### config.mk
export PLATFORM = sky130hd
export DESIGN_NAME = mbinit_param_rx
export DESIGN_NICKNAME = d
export VERILOG_FILES = /design/src/rtl/mbinit_param_pkg.sv /design/src/rtl/mbinit_param_resolve.sv /design/src/rtl/mbinit_param_rx.sv
export SDC_FILE = /design/constraint.sdc
export NUM_CORES = 1
export LEC_CHECK = 0
export ABC_AREA = 1
export CAP_MARGIN = 40
export CORE_MARGIN = 3
export CORE_UTILIZATION = 47
export CTS_BUF_LIST = sky130_fd_sc_hd__clkbuf_4 sky130_fd_sc_hd__clkbuf_8 sky130_fd_sc_hd__clkbuf_16
export CTS_CLUSTER_SIZE = 10
export DETAILED_ROUTE_END_ITERATION = 12
export PLACE_DENSITY = 0.74
export REMOVE_ABC_BUFFERS = 1
export SLEW_MARGIN = 20
export SYNTH_ARGS = -nofsm -noshare
export SYNTH_HDL_FRONTEND = slang
export SYNTH_SLANG_ARGS = --single-unit
export TNS_END_PERCENT = 1
### constraint.sdc
create_clock -name i_clk -period 1.3 [get_ports i_clk]
set_input_delay 0.195 -clock i_clk [delete_from_list [all_inputs] [get_ports i_clk]]
set_output_delay 0.195 -clock i_clk [all_outputs]
set_load 0.05 [all_outputs]
### src/rtl/mbinit_param_pkg.sv
// Shared definitions for the MBINIT.PARAM responder: sideband message IDs,
// responder FSM states and the field layout of the parameter word.
package mbinit_param_pkg;

    localparam logic [3:0] MSG_CFG_REQ  = 4'b0001;
    localparam logic [3:0] MSG_CFG_RESP = 4'b0010;

    // Parameter word field layout
    localparam int unsigned RATE_LSB      = 0;
    localparam int unsigned RATE_W        = 4;
    localparam int unsigned SWING_LSB     = 4;
    localparam int unsigned SWING_W       = 5;
    localparam int unsigned CLK_MODE_BIT  = 9;
    localparam int unsigned CLK_PHASE_BIT = 10;
    localparam int unsigned MOD_ID_LSB    = 11;
    localparam int unsigned MOD_ID_W      = 2;
    localparam int unsigned X32_BIT       = 13;
    localparam int unsigned RSVD_LSB      = 14;
    localparam int unsigned RSVD_W        = 2;

    typedef enum logic [2:0] {
        ST_IDLE      = 3'd0,
        ST_WAIT_REQ  = 3'd1,
        ST_RESOLVE   = 3'd2,
        ST_SEND_RESP = 3'd3,
        ST_DONE      = 3'd4,
        ST_ERROR     = 3'd5
    } param_rx_state_e;

endpackage

### src/rtl/mbinit_param_resolve.sv
// Combinational resolution of the partner's parameter word against local
// capabilities; flags words that carry no usable rate or swing.
module mbinit_param_resolve
    import mbinit_param_pkg::*;
#(
    parameter int unsigned PARAM_W = 16
) (
    input  logic [PARAM_W-1:0] param_word,
    input  logic [3:0]         local_max_rate,
    input  logic               local_clk_mode_cap,
    output logic [PARAM_W-1:0] resolved_word,
    output logic [3:0]         resolved_rate,
    output logic               invalid
);

    logic [RATE_W-1:0]  remote_rate_s;
    logic [SWING_W-1:0] remote_swing_s;
    logic [RATE_W-1:0]  min_rate_s;
    logic               unused_rsvd_s;

    // Reserved bits are never echoed back
    assign unused_rsvd_s = ^param_word[RSVD_LSB +: RSVD_W];

    // Field extraction, rate minimum and resolved word assembly
    always_comb begin
        remote_rate_s  = param_word[RATE_LSB +: RATE_W];
        remote_swing_s = param_word[SWING_LSB +: SWING_W];

        if (remote_rate_s < local_max_rate) begin
            min_rate_s = remote_rate_s;
        end else begin
            min_rate_s = local_max_rate;
        end

        resolved_word                              = {PARAM_W{1'b0}};
        resolved_word[RATE_LSB +: RATE_W]          = min_rate_s;
        resolved_word[SWING_LSB +: SWING_W]        = remote_swing_s;
        resolved_word[CLK_MODE_BIT]                = param_word[CLK_MODE_BIT] & local_clk_mode_cap;
        resolved_word[CLK_PHASE_BIT]               = param_word[CLK_PHASE_BIT];
        resolved_word[MOD_ID_LSB +: MOD_ID_W]      = param_word[MOD_ID_LSB +: MOD_ID_W];
        resolved_word[X32_BIT]                     = param_word[X32_BIT];

        resolved_rate = min_rate_s;
        invalid       = (remote_rate_s == {RATE_W{1'b0}}) || (remote_swing_s == {SWING_W{1'b0}});
    end

endmodule

### src/rtl/mbinit_param_rx.sv
// MBINIT.PARAM responder: waits for the partner's configuration request,
// resolves its parameter word and answers with a configuration response.
module mbinit_param_rx
    import mbinit_param_pkg::*;
#(
    parameter int unsigned          SB_MSG_Width   = 4,
    parameter int unsigned          PARAM_W        = 16,
    parameter int unsigned          TIMEOUT_W      = 20,
    parameter logic [TIMEOUT_W-1:0] TIMEOUT_CYCLES = 20'd800000
) (
    input  logic                    i_clk,
    input  logic                    i_rst_n,
    input  logic                    i_MBINIT_en,
    input  logic                    i_sb_busy,
    input  logic                    i_falling_edge_busy,
    input  logic                    i_sb_valid,
    input  logic [SB_MSG_Width-1:0] i_decoded_sb_msg,
    input  logic [PARAM_W-1:0]      i_rx_param,
    input  logic [3:0]              i_local_max_rate,
    input  logic                    i_local_clk_mode_cap,
    output logic [SB_MSG_Width-1:0] o_encoded_SB_msg,
    output logic                    o_msg_valid,
    output logic [PARAM_W-1:0]      o_tx_param,
    output logic [3:0]              o_resolved_rate,
    output logic                    o_PARAM_RX_end,
    output logic                    o_error_req
);

    localparam logic [SB_MSG_Width-1:0] REQ_ID_L  = SB_MSG_Width'(MSG_CFG_REQ);
    localparam logic [SB_MSG_Width-1:0] RESP_ID_L = SB_MSG_Width'(MSG_CFG_RESP);
    localparam logic [TIMEOUT_W-1:0]    CNT_ONE_L = {{(TIMEOUT_W-1){1'b0}}, 1'b1};
    localparam logic [TIMEOUT_W-1:0]    CNT_LAST_L = TIMEOUT_CYCLES - CNT_ONE_L;

    param_rx_state_e        cs_r;
    param_rx_state_e        ns_s;
    logic [TIMEOUT_W-1:0]   timeout_cnt_r;
    logic [PARAM_W-1:0]     param_word_r;
    logic [PARAM_W-1:0]     resolved_word_s;
    logic [3:0]             resolved_rate_s;
    logic                   invalid_s;
    logic                   req_s;

    assign req_s = i_sb_valid && (i_decoded_sb_msg == REQ_ID_L);

    mbinit_param_resolve #(
        .PARAM_W (PARAM_W)
    ) u_resolve (
        .param_word         (param_word_r),
        .local_max_rate     (i_local_max_rate),
        .local_clk_mode_cap (i_local_clk_mode_cap),
        .resolved_word      (resolved_word_s),
        .resolved_rate      (resolved_rate_s),
        .invalid            (invalid_s)
    );

    // State register
    always_ff @(posedge i_clk or negedge i_rst_n) begin
        if (!i_rst_n) begin
            cs_r <= ST_IDLE;
        end else begin
            cs_r <= ns_s;
        end
    end

    // Next-state logic; a request seen on the last timeout cycle still wins
    always_comb begin
        ns_s = cs_r;
        if (!i_MBINIT_en) begin
            ns_s = ST_IDLE;
        end else begin
            case (cs_r)
                ST_IDLE: begin
                    ns_s = ST_WAIT_REQ;
                end
                ST_WAIT_REQ: begin
                    if (req_s) begin
                        ns_s = ST_RESOLVE;
                    end else if (timeout_cnt_r == CNT_LAST_L) begin
                        ns_s = ST_ERROR;
                    end else begin
                        ns_s = ST_WAIT_REQ;
                    end
                end
                ST_RESOLVE: begin
                    if (invalid_s) begin
                        ns_s = ST_ERROR;
                    end else if (!i_sb_busy) begin
                        ns_s = ST_SEND_RESP;
                    end else begin
                        ns_s = ST_RESOLVE;
                    end
                end
                ST_SEND_RESP: begin
                    if (i_falling_edge_busy) begin
                        ns_s = ST_DONE;
                    end else begin
                        ns_s = ST_SEND_RESP;
                    end
                end
                ST_DONE:  ns_s = ST_DONE;
                ST_ERROR: ns_s = ST_ERROR;
                default:  ns_s = ST_IDLE;
            endcase
        end
    end

    // Wait-for-request timeout counter
    always_ff @(posedge i_clk or negedge i_rst_n) begin
        if (!i_rst_n) begin
            timeout_cnt_r <= {TIMEOUT_W{1'b0}};
        end else if (!i_MBINIT_en || (cs_r == ST_IDLE)) begin
            timeout_cnt_r <= {TIMEOUT_W{1'b0}};
        end else if (cs_r == ST_WAIT_REQ) begin
            timeout_cnt_r <= timeout_cnt_r + CNT_ONE_L;
        end else begin
            timeout_cnt_r <= timeout_cnt_r;
        end
    end

    // Partner parameter word, captured only from the first accepted request
    always_ff @(posedge i_clk or negedge i_rst_n) begin
        if (!i_rst_n) begin
            param_word_r <= {PARAM_W{1'b0}};
        end else if (!i_MBINIT_en) begin
            param_word_r <= {PARAM_W{1'b0}};
        end else if ((cs_r == ST_WAIT_REQ) && req_s) begin
            param_word_r <= i_rx_param;
        end else begin
            param_word_r <= param_word_r;
        end
    end

    // Registered outputs decoded from the next state
    always_ff @(posedge i_clk or negedge i_rst_n) begin
        if (!i_rst_n) begin
            o_encoded_SB_msg <= {SB_MSG_Width{1'b0}};
            o_msg_valid      <= 1'b0;
            o_tx_param       <= {PARAM_W{1'b0}};
            o_PARAM_RX_end   <= 1'b0;
            o_error_req      <= 1'b0;
        end else if (ns_s == ST_SEND_RESP) begin
            o_encoded_SB_msg <= RESP_ID_L;
            o_msg_valid      <= 1'b1;
            o_tx_param       <= resolved_word_s;
            o_PARAM_RX_end   <= 1'b0;
            o_error_req      <= 1'b0;
        end else begin
            o_encoded_SB_msg <= {SB_MSG_Width{1'b0}};
            o_msg_valid      <= 1'b0;
            o_tx_param       <= {PARAM_W{1'b0}};
            o_PARAM_RX_end   <= (ns_s == ST_DONE);
            o_error_req      <= (ns_s == ST_ERROR);
        end
    end

    // Resolved rate is captured as the response goes out and held until disable
    always_ff @(posedge i_clk or negedge i_rst_n) begin
        if (!i_rst_n) begin
            o_resolved_rate <= 4'd0;
        end else if (!i_MBINIT_en) begin
            o_resolved_rate <= 4'd0;
        end else if ((cs_r == ST_RESOLVE) && (ns_s == ST_SEND_RESP)) begin
            o_resolved_rate <= resolved_rate_s;
        end else begin
            o_resolved_rate <= o_resolved_rate;
        end
    end

endmodule

==> results of run 1 <==
per-stage QoR:
step	utilization	instance area [um2]	total power (W)	hold WS (ns)
detailed placement	0.6908	4163	0.002490	0.2207
finish	0.7685	4631	0.004410	0.3624
global route	0.7685	4631	0.004601	0.4127
global placement	0.6908	4163	0.002468	0.2204
floorplan	-	2915	0.002173	-0.1006
CTS	0.7554	4552	0.004395	0.3910
cells in the mapped netlist, drive strengths merged:
cell	instances	share of area
nand3b	2	0.0050
conb	1	0.0013
clkinv	1	0.0029
dfrtp	58	0.49
nand3	40	0.074
and2	3	0.0063
nand4	8	0.017
and3	1	0.0021
inv	53	0.067
buf	9	0.025
xor2	5	0.015
nor2	48	0.092
o21a	1	0.0025
a211oi	1	0.0042
a22o	1	0.0029
o21ai	28	0.047
a21oi	15	0.025
nand2	68	0.089
ha	5	0.021
clkbuf	4	0.0050
nor3	7	0.012
what timing repair did:
action | in CTS | in global routing
setup endpoints to repair | 54 | 58
resized for setup | 32 | 27
buffers inserted | 7 | 0
endpoints found under the hold margin | 58 | 0
pin swaps | 11 | 11
hold buffers | 1 | 0
worst max-delay path: stages (launching register included):
cell     delay (ns)
dfrtp_1        0.42
nor2_1         0.13
nand3_1        0.14
buf_4          0.17
nand3_4        0.08
nand3_4        0.10
nand2_4        0.11
nor2_8         0.05
buf_6          0.13
nand3_1        0.09
nand2_2        0.07
registers in the layout, summed over array words and instances (netlist names):
register,count
o_PARAM_RX_end,1
timeout_cnt_r,20
o_resolved_rate,4
cs_r,3
o_error_req,1
o_encoded_SB_msg,1
param_word_r,14
o_tx_param,14
final cells by class:
| type | count | area share |
|---|---|---|
| Sequential cell | 58 | 0.3140 |
| Multi-Input combinational cell | 238 | 0.3056 |
| Timing Repair Buffer | 108 | 0.2667 |
| Inverter | 54 | 0.04647 |
| Clock buffer | 9 | 0.02675 |
| Clock inverter | 7 | 0.02026 |
| Tap cell | 75 | 0.02026 |
logic make-up after synthesis:
| kind of cell | Yosys count |
|---|---|
| compound gates | 46 |
| xor+xnor | 5 |
| fa+ha+maj | 5 |
| buf+inv | 67 |
| flops | 58 |
| other cells | 1 |
| simple gates | 177 |
final timing paths:
kind                       slack [ns]                             end                          from
min reg2reg                      0.49        o_tx_param[13]$_DFF_PN0_  param_word_r[13]$_DFFE_PN0P_
max                             -0.31  o_resolved_rate[3]$_DFFE_PN0P_   param_word_r[1]$_DFFE_PN0P_
max in group asynchronous        0.64               cs_r[2]$_DFF_PN0_                       i_rst_n
max reg2reg                     -0.31  o_resolved_rate[3]$_DFFE_PN0P_   param_word_r[1]$_DFFE_PN0P_
min                              0.36    timeout_cnt_r[9]$_DFFE_PN0P_                       i_rst_n
min in group i_clk               0.41         o_tx_param[9]$_DFF_PN0_          i_local_clk_mode_cap
metal layers:
metal / vias to the layer above / GRT usage / part of all wire
met3: 13 / 0.04803 / 0.048
met2: 72 / 0.3948 / 0.53
li1: 1359 / - / -
met4: 0 / 0.1108 / 0.020
met1: 1342 / 0.2803 / 0.40
met5: - / 0 / 0
report_power, final:
group,internal (W),leakage [nW],switching (W)
clock,0.00107,0.105,0.000773
combinational,0.000289,1.27,0.000375
sequential,0.00186,0.792,0.0000371
total,0.00322,2.17,0.00119
==> impl_metrics.yaml, run 1 <==
outcome:
  status: "complete, but fails checks"
  violations: "negative setup slack"
critical_path:
  required_ns: 1.53
  r2r_cells: 10
  cp.arrival_ns: 1.84
  critical_path_class: "reg -> reg"
  worstPathMaxFanout: 8
  end_kind: "register"
  start_kind: "register"
logic_synthesis:
  syn_area_mm2: 0.002990
  yosysUniqueCellTypes: 31
  synthXorXnorAreaFrac: 0.01464
  ys_warn_count: 0
  synth-compound-area-share: 0.08159
  ys_ff_latch: 58
  syn_area_per_cell_um2: 8.330
  synthAdderAreaFrac: 0.02092
  synth-simple-area-share: 0.2958
  synthCells: 359
  seq_area_frac_synth: 0.4854
  synthMuxAreaShare: 0
  synth_top_family_by_area: "simple AND/OR/NAND/NOR gates"
route:
  viasPerCell: 5.075
  wirelength_mm: 7.981
  avgRoutedWirePerCell_um: 14.54
  dr_total_vias: 2786
  drtIter0Drc: 159
  drc: 0
  dr.pass1.iters: 4
  ant_nets: 0
placed_design:
  io_buffers: 50
  gp_congestion: 0.8672
  dp.cells: 525
  post-place-ws_ns: -0.6816
  dp_hpwl_mm: 5.471
clock_tree:
  tritoncts: "yes"
  cts_root_buf: "clkbuf_8"
  clk_path_buf_depth: 2
  cts_num_sinks: 58
  cts-htree-levels: 3
  clock_latency_ns: 0.35
  numCtsBuffers: 9
  clkTransAtPathRegs_ns: 0.07
timing:
  finClkSkew_ns: 0.008788
  rsz0062_at_grt: "yes"
  fin_crit_sh: 1.237
  tns_ns: -9.857
  setup_viol: 54
  fmax_ghz: 0.6219
  slew_violations: 0
  period_needed_ns: 1.608
  finalHoldViolations: 0
  setup_ws_ns: -0.3079
floorplanning:
  design.die.area_mm2: 0.007356
  rows: 28
  dieHeight_um: 85.77
  core_area_mm2: 0.006026
  start_util: 0.4963
  fp.dieW_um: 85.77
  io_pins: 58
layout:
  syn_to_final_growth_pct: 54.85
  final_cell_mix: "nand2_1 (56), dfrtp_1 (56), buf_4 (47)"
  multi_input_area_mm2: 0.001415
  num-fill-cells: 395
  seq_area_mm2: 0.001454
  final_cells: 549
  drive_above_1_share: 0.3228
  fin_nets: 505
  n_antenna_cell: 0
grt:
  overflow: 0
  grt_max_degree: 59
  antenna_found_initial: 0
  grt_pass1_vias: 2899
  grt_pass1_wl_mm: 13.17
  grt_usage: 0.2319
min_path:
  holdCritPathClass: "in -> async"
run:
  drv_cap: 0
power:
  p_leak_nw: 2.166
  peakVddDrop_v: 0.0007775
  pwr_density_cell_mw_per_mm2: 952.3
No activity file was read; power rests on OpenSTA's default activity.
==> run 2: changes to the inputs <==
--- a/config.mk
+++ b/config.mk
@@ -13,6 +13,7 @@
 export CTS_CLUSTER_SIZE = 10
 export DETAILED_ROUTE_END_ITERATION = 12
 export PLACE_DENSITY = 0.74
+export RECOVER_POWER = 25
 export REMOVE_ABC_BUFFERS = 1
 export SLEW_MARGIN = 20
 export SYNTH_ARGS = -nofsm -noshare
==> run 2 against run 1 <==
Net effect: the flow still finishes with violations (negative setup slack); hold slack gained 0.049 ns; via count about the same; final cell count stayed put; sequential power hardly changed; utilization decreased by 0.21 points.
==> impl_metrics.yaml, run 2 (synthesis results as in run 1) <==
critical_path:
  end_kind: "register"
  cp.arrival_ns: 1.84
  max_stage_delay_ns: 0.42
  required_ns: 1.53
  cp.buffers_inverters: 2
  worstPathMaxFanout: 8
  worst_path_max_delay_cell: "dfrtp_1"
  cp_cell_sequence: "nor2_1 > nand3_1 > buf_4 > nand3_4 > nand3_4 > nand2_4 > nor2_8 > buf_6 > nand3_1 > nand2_2"
  path_delay_family: "simple AND/OR/NAND/NOR gates"
  start_kind: "register"
  critical_path_class: "reg -> reg"
timing:
  finalHoldViolations: 0
  fin_crit_sh: 1.236
  fmax_ghz: 0.6225
  tns_ns: -9.827
  worst_pin_slew_ns: 0.8012
  rsz0062_at_grt: "yes"
  period_needed_ns: 1.606
  finClkSkew_ns: 0.007419
  setup_viol: 54
  setup_ws_ns: -0.3064
  relSlewSlack: 0.4659
  slew_violations: 0
floorplanning:
  start_util: 0.4963
  rows: 28
  io_pins: 58
  fp.dieW_um: 85.77
  dieHeight_um: 85.77
  core_area_mm2: 0.006026
  design.die.area_mm2: 0.007356
clock_tree:
  clkTransAtPathRegs_ns: 0.07
  cts_root_buf: "clkbuf_8"
  tritoncts: "yes"
  numCtsBuffers: 9
  clock_latency_ns: 0.35
  cts-htree-levels: 3
  clk_path_buf_depth: 2
  cts_num_sinks: 58
route:
  viasPerCell: 5.073
  wirelength_mm: 7.986
  ant_nets: 0
  dr.pass1.iters: 4
  dr_total_vias: 2785
  avgRoutedWirePerCell_um: 14.55
  drtIter0Drc: 159
  drc: 0
power:
  p_leak_nw: 2.161
  power_w: 0.004402
  peakVddDrop_v: 0.0007779
  pwr_density_cell_mw_per_mm2: 953.3
placed_design:
  post-place-ws_ns: -0.6816
  gp_congestion: 0.8672
  dp_hpwl_mm: 5.471
  io_buffers: 50
grt:
  antenna_found_initial: 0
  grt_max_degree: 59
  overflow: 0
  grt_pass1_vias: 2899
  grt_usage: 0.2319
  grt_pass1_wl_mm: 13.17
outcome:
  violations: "negative setup slack"
  status: "complete, but fails checks"
layout:
  final_cell_mix: "nand2_1 (56), dfrtp_1 (56), buf_4 (47)"
  syn_to_final_growth_pct: 54.44
  n_antenna_cell: 0
  utilization: 0.7664
  regMostFlops: "timeout_cnt_r"
  drive_above_1_share: 0.3228
  fin_nets: 505
  num-fill-cells: 397
  largest_register_ffs: 20
  largestRegisters: "timeout_cnt_r (20), o_tx_param (14), param_word_r (14)"
run:
  drv_cap: 0
min_path:
  holdCritPathClass: "in -> reg"
-- run 2: changes by cell type in the layout (fill, tap and decap cells not counted), sizes merged --
cell,previous run,this run
clkbuf,9,10
buf,80,79
-- run 2: per-stage QoR --
stage / std cells / hold WS, ns / area (um2)
6_report: 549 / 0.4111 / 4618
3_5_place_dp: 525 / 0.2207 / 4163
3_3_place_gp: 525 / 0.2204 / 4163
2_1_floorplan: 350 / -0.1006 / 2915
5_1_grt: 549 / 0.4365 / 4618
4_1_cts: 549 / 0.3910 / 4552
-- run 2: path summary, 6_finish.rpt --
kind / from / slack [ns] / endpoint / depth (start not counted)
max: param_word_r[1]$_DFFE_PN0P_ / -0.31 / o_resolved_rate[3]$_DFFE_PN0P_ / 10
min: i_local_clk_mode_cap / 0.41 / o_tx_param[9]$_DFF_PN0_ / 3
max reg2reg: param_word_r[1]$_DFFE_PN0P_ / -0.31 / o_resolved_rate[3]$_DFFE_PN0P_ / 10
min reg2reg: param_word_r[13]$_DFFE_PN0P_ / 0.49 / o_tx_param[13]$_DFF_PN0_ / 2
max in group asynchronous: i_rst_n / 0.15 / cs_r[2]$_DFF_PN0_ / 3
min in group asynchronous: i_rst_n / 0.56 / timeout_cnt_r[7]$_DFFE_PN0P_ / 3
-- run 2: layout make-up --
class | count | area, um2 | area share
timing repair buffer | 108 | 1222 | 0.2647
clock inverter | 7 | 93.84 | 0.02032
inverter | 54 | 215.2 | 0.04660
multi-input combinational | 238 | 1415 | 0.3064
tap | 75 | 93.84 | 0.02032
sequential | 58 | 1454 | 0.3148
clock buffer | 9 | 123.9 | 0.02682
-- run 2: report_power, final --
| group | internal, W | leakage [nW] | switching (W) |
|---|---|---|---|
| logic | 0.000285 | 1.26 | 0.000373 |
| registers | 0.00186 | 0.792 | 0.0000374 |
| clock network | 0.00107 | 0.105 | 0.000772 |
-- run 2: timing repair --
| action | CTS | global route |
|---|---|---|
| hold buffers | 1 | 0 |
| endpoints found under the setup margin | 54 | 58 |
| buffers inserted | 7 | 0 |
| gates resized for setup | 32 | 27 |
| pin swaps | 11 | 11 |
| endpoints found under the hold margin | 58 | 0 |
| cloned | 0 | 0 |
-- run 2: worst reg2reg max path: cells and delay by family, from the launching register on --
family                 cells  cell delay [ns]
buffers and inverters      2             0.30
and+or+nand+nor            8             0.79
DFF                        1             0.42
-- run 2: layer usage --
layer	track usage	vias up	wire length, um
met5	0	-	0
met4	0.1108	0	157
met3	0.04803	14	402
met2	0.3948	75	4244
met1	0.2803	1336	3182
li1	-	1360	-
==> run 3: changes to the inputs <==
--- a/config.mk
+++ b/config.mk
@@ -7,7 +7,7 @@
 export LEC_CHECK = 0
 export ABC_AREA = 1
 export CAP_MARGIN = 40
-export CORE_MARGIN = 3
+export CORE_MARGIN = 8
 export CORE_UTILIZATION = 47
 export CTS_BUF_LIST = sky130_fd_sc_hd__clkbuf_4 sky130_fd_sc_hd__clkbuf_8 sky130_fd_sc_hd__clkbuf_16
 export CTS_CLUSTER_SIZE = 10
==> run 3 against run 2 <==
Net effect: clock skew decreased by 0.00055 ns; via count decreased by 2.9%; largest power group unchanged; flip-flop and latch count stayed put; the flow still finishes with violations (negative setup slack); die area grew 25%; largest cell class unchanged; combinational power shrank 5.2%; critical path depth unchanged; highest routed layer unchanged; critical endpoint is now o_resolved_rate[0]$_DFFE_PN0P_; setup slack improved by 0.046 ns.
==> impl_metrics.yaml, run 3 (synthesis results as in run 1) <==
layout:
  largest_register_ffs: 20
  final_cell_mix: "nand2_1 (59), dfrtp_1 (56), inv_1 (47)"
  drive_above_1_share: 0.2940
  layout_commonest_cell: "nand2_1"
  n_antenna_cell: 0
  regMostFlops: "timeout_cnt_r"
  syn_to_final_growth_pct: 50.38
  num-fill-cells: 446
  fin_nets: 497
  largestRegisters: "timeout_cnt_r (20), o_tx_param (14), param_word_r (14)"
timing:
  hold-worst-slack_ns: 0.4225
  finalHoldViolations: 0
  setup_viol: 55
  fmax_ghz: 0.6408
  period_needed_ns: 1.561
  fin_crit_sh: 1.200
  finClkSkew_ns: 0.006866
  worst_pin_slew_ns: 0.8985
  relSlewSlack: 0.4010
  rsz0062_at_grt: "yes"
  slew_violations: 0
  setup_ws_ns: -0.2605
min_path:
  min_to: "param_word_r[7]$_DFFE_PN0P_"
  min_path_cells: 3
  holdCritPathClass: "in -> reg"
  hold_start: "i_rx_param[7]"
route:
  wirelength_mm: 7.875
  viasPerCell: 4.982
  dr_total_vias: 2705
  drtIter0Drc: 87
  avgRoutedWirePerCell_um: 14.50
  dr.pass1.iters: 4
  ant_nets: 0
  drc: 0
run:
  drv_cap: 0
clock_tree:
  cts_root_buf: "clkbuf_8"
  cts-htree-levels: 3
  cts_num_sinks: 58
  clock_latency_ns: 0.35
  tritoncts: "yes"
  clkTransAtPathRegs_ns: 0.06
  clk_path_buf_depth: 2
  numCtsBuffers: 9
outcome:
  violations: "negative setup slack"
  status: "complete, but fails checks"
power:
  p_leak_nw: 2.107
  pwr_density_cell_mw_per_mm2: 980.4
  peakVddDrop_v: 0.0006850
critical_path:
  cp.arrival_ns: 1.84
  r2r_start: "cs_r[1]$_DFF_PN0_"
  critical_path_class: "reg -> reg"
  r2r_cells: 10
  start_kind: "register"
  required_ns: 1.58
  rrSetupSlack_ns: -0.26
  worstPathMaxFanout: 7
  end_kind: "register"
  regToRegEndpoint: "o_resolved_rate[0]$_DFFE_PN0P_"
grt:
  antenna_found_initial: 0
  grt_usage: 0.1885
  grt_pass1_vias: 2920
  grt_max_degree: 45
  overflow: 0
  grt_pass1_wl_mm: 13.24
floorplanning:
  io_pins: 58
  start_util: 0.4791
  core_area_mm2: 0.006241
  rows: 29
  fp.dieW_um: 95.77
  design.die.area_mm2: 0.009171
  dieHeight_um: 95.77
placed_design:
  io_buffers: 50
  post-place-ws_ns: -0.7370
  dp_hpwl_mm: 5.652
  gp_congestion: 0.9103
[run 3: how the worst max path moves through the flow]
stage                                      startpoint                        endpoint  slack (ns)  depth (start not counted)
after floorplan                     cs_r[1]$_DFF_PN0_    timeout_cnt_r[7]$_DFFE_PN0P_       -0.50                          9
after global placement            i_local_max_rate[3]         o_tx_param[1]$_DFF_PN0_       -0.63                          7
after detailed placement          i_local_max_rate[1]         o_tx_param[2]$_DFF_PN0_       -0.74                          7
after CTS                 param_word_r[1]$_DFFE_PN0P_  o_resolved_rate[0]$_DFFE_PN0P_       -0.24                          9
after global routing      param_word_r[0]$_DFFE_PN0P_  o_resolved_rate[3]$_DFFE_PN0P_       -0.37                          9
final                               cs_r[1]$_DFF_PN0_  o_resolved_rate[0]$_DFFE_PN0P_       -0.26                         10
[run 3: power breakdown]
group	switching [W]	leakage, nW	internal (W)
Combinational	0.000353	1.20	0.000271
Clock	0.000740	0.113	0.00115
Sequential	0.0000372	0.792	0.00186
Total	0.00113	2.11	0.00328
[run 3: repair_timing]
action,CTS,global route
hold buffers,1,0
resized for setup,26,19
hold endpoints to repair,14,0
pin swaps,9,7
setup endpoints to repair,53,56
buffers inserted,2,3
[run 3: critical path: stages, from the launching register on]
cell	delay, ns
dfrtp_1	0.43
inv_2	0.13
nand3_4	0.11
inv_4	0.10
o21ai_2	0.07
nand3_2	0.10
nand2_4	0.08
nor2_8	0.17
buf_12	0.13
nand3_1	0.08
nand2_1	0.10
[run 3: layer usage]
layer	vias up	share of wire	GRT usage
met4	0	0.016	0.08451
met1	1299	0.41	0.2106
met3	10	0.047	0.05460
met2	56	0.53	0.3263
li1	1340	-	-
met5	-	0	0
[run 3: cell type report]
class | instances | area [um2] | share of cell area
Clock buffer | 11 | 145.1 | 0.03228
Clock inverter | 5 | 77.57 | 0.01725
Inverter | 54 | 217.7 | 0.04841
Multi-Input combinational cell | 238 | 1369 | 0.3044
Sequential cell | 58 | 1454 | 0.3233
Tap cell | 77 | 96.34 | 0.02142
Timing Repair Buffer | 100 | 1137 | 0.2529
[run 3: through the flow]
stage / instances / cell area, um2 / total power, W / util / TNS [ns]
global placement: 521 / 4095 / 0.002458 / 0.6562 / -19.65
floorplan: 350 / 2915 / 0.002173 / - / -10.38
global route: 543 / 4497 / 0.004610 / 0.7205 / -18.64
detailed placement: 521 / 4095 / 0.002483 / 0.6562 / -22.16
finish: 543 / 4497 / 0.004409 / 0.7205 / -7.984
CTS: 540 / 4413 / 0.004407 / 0.7071 / -6.457
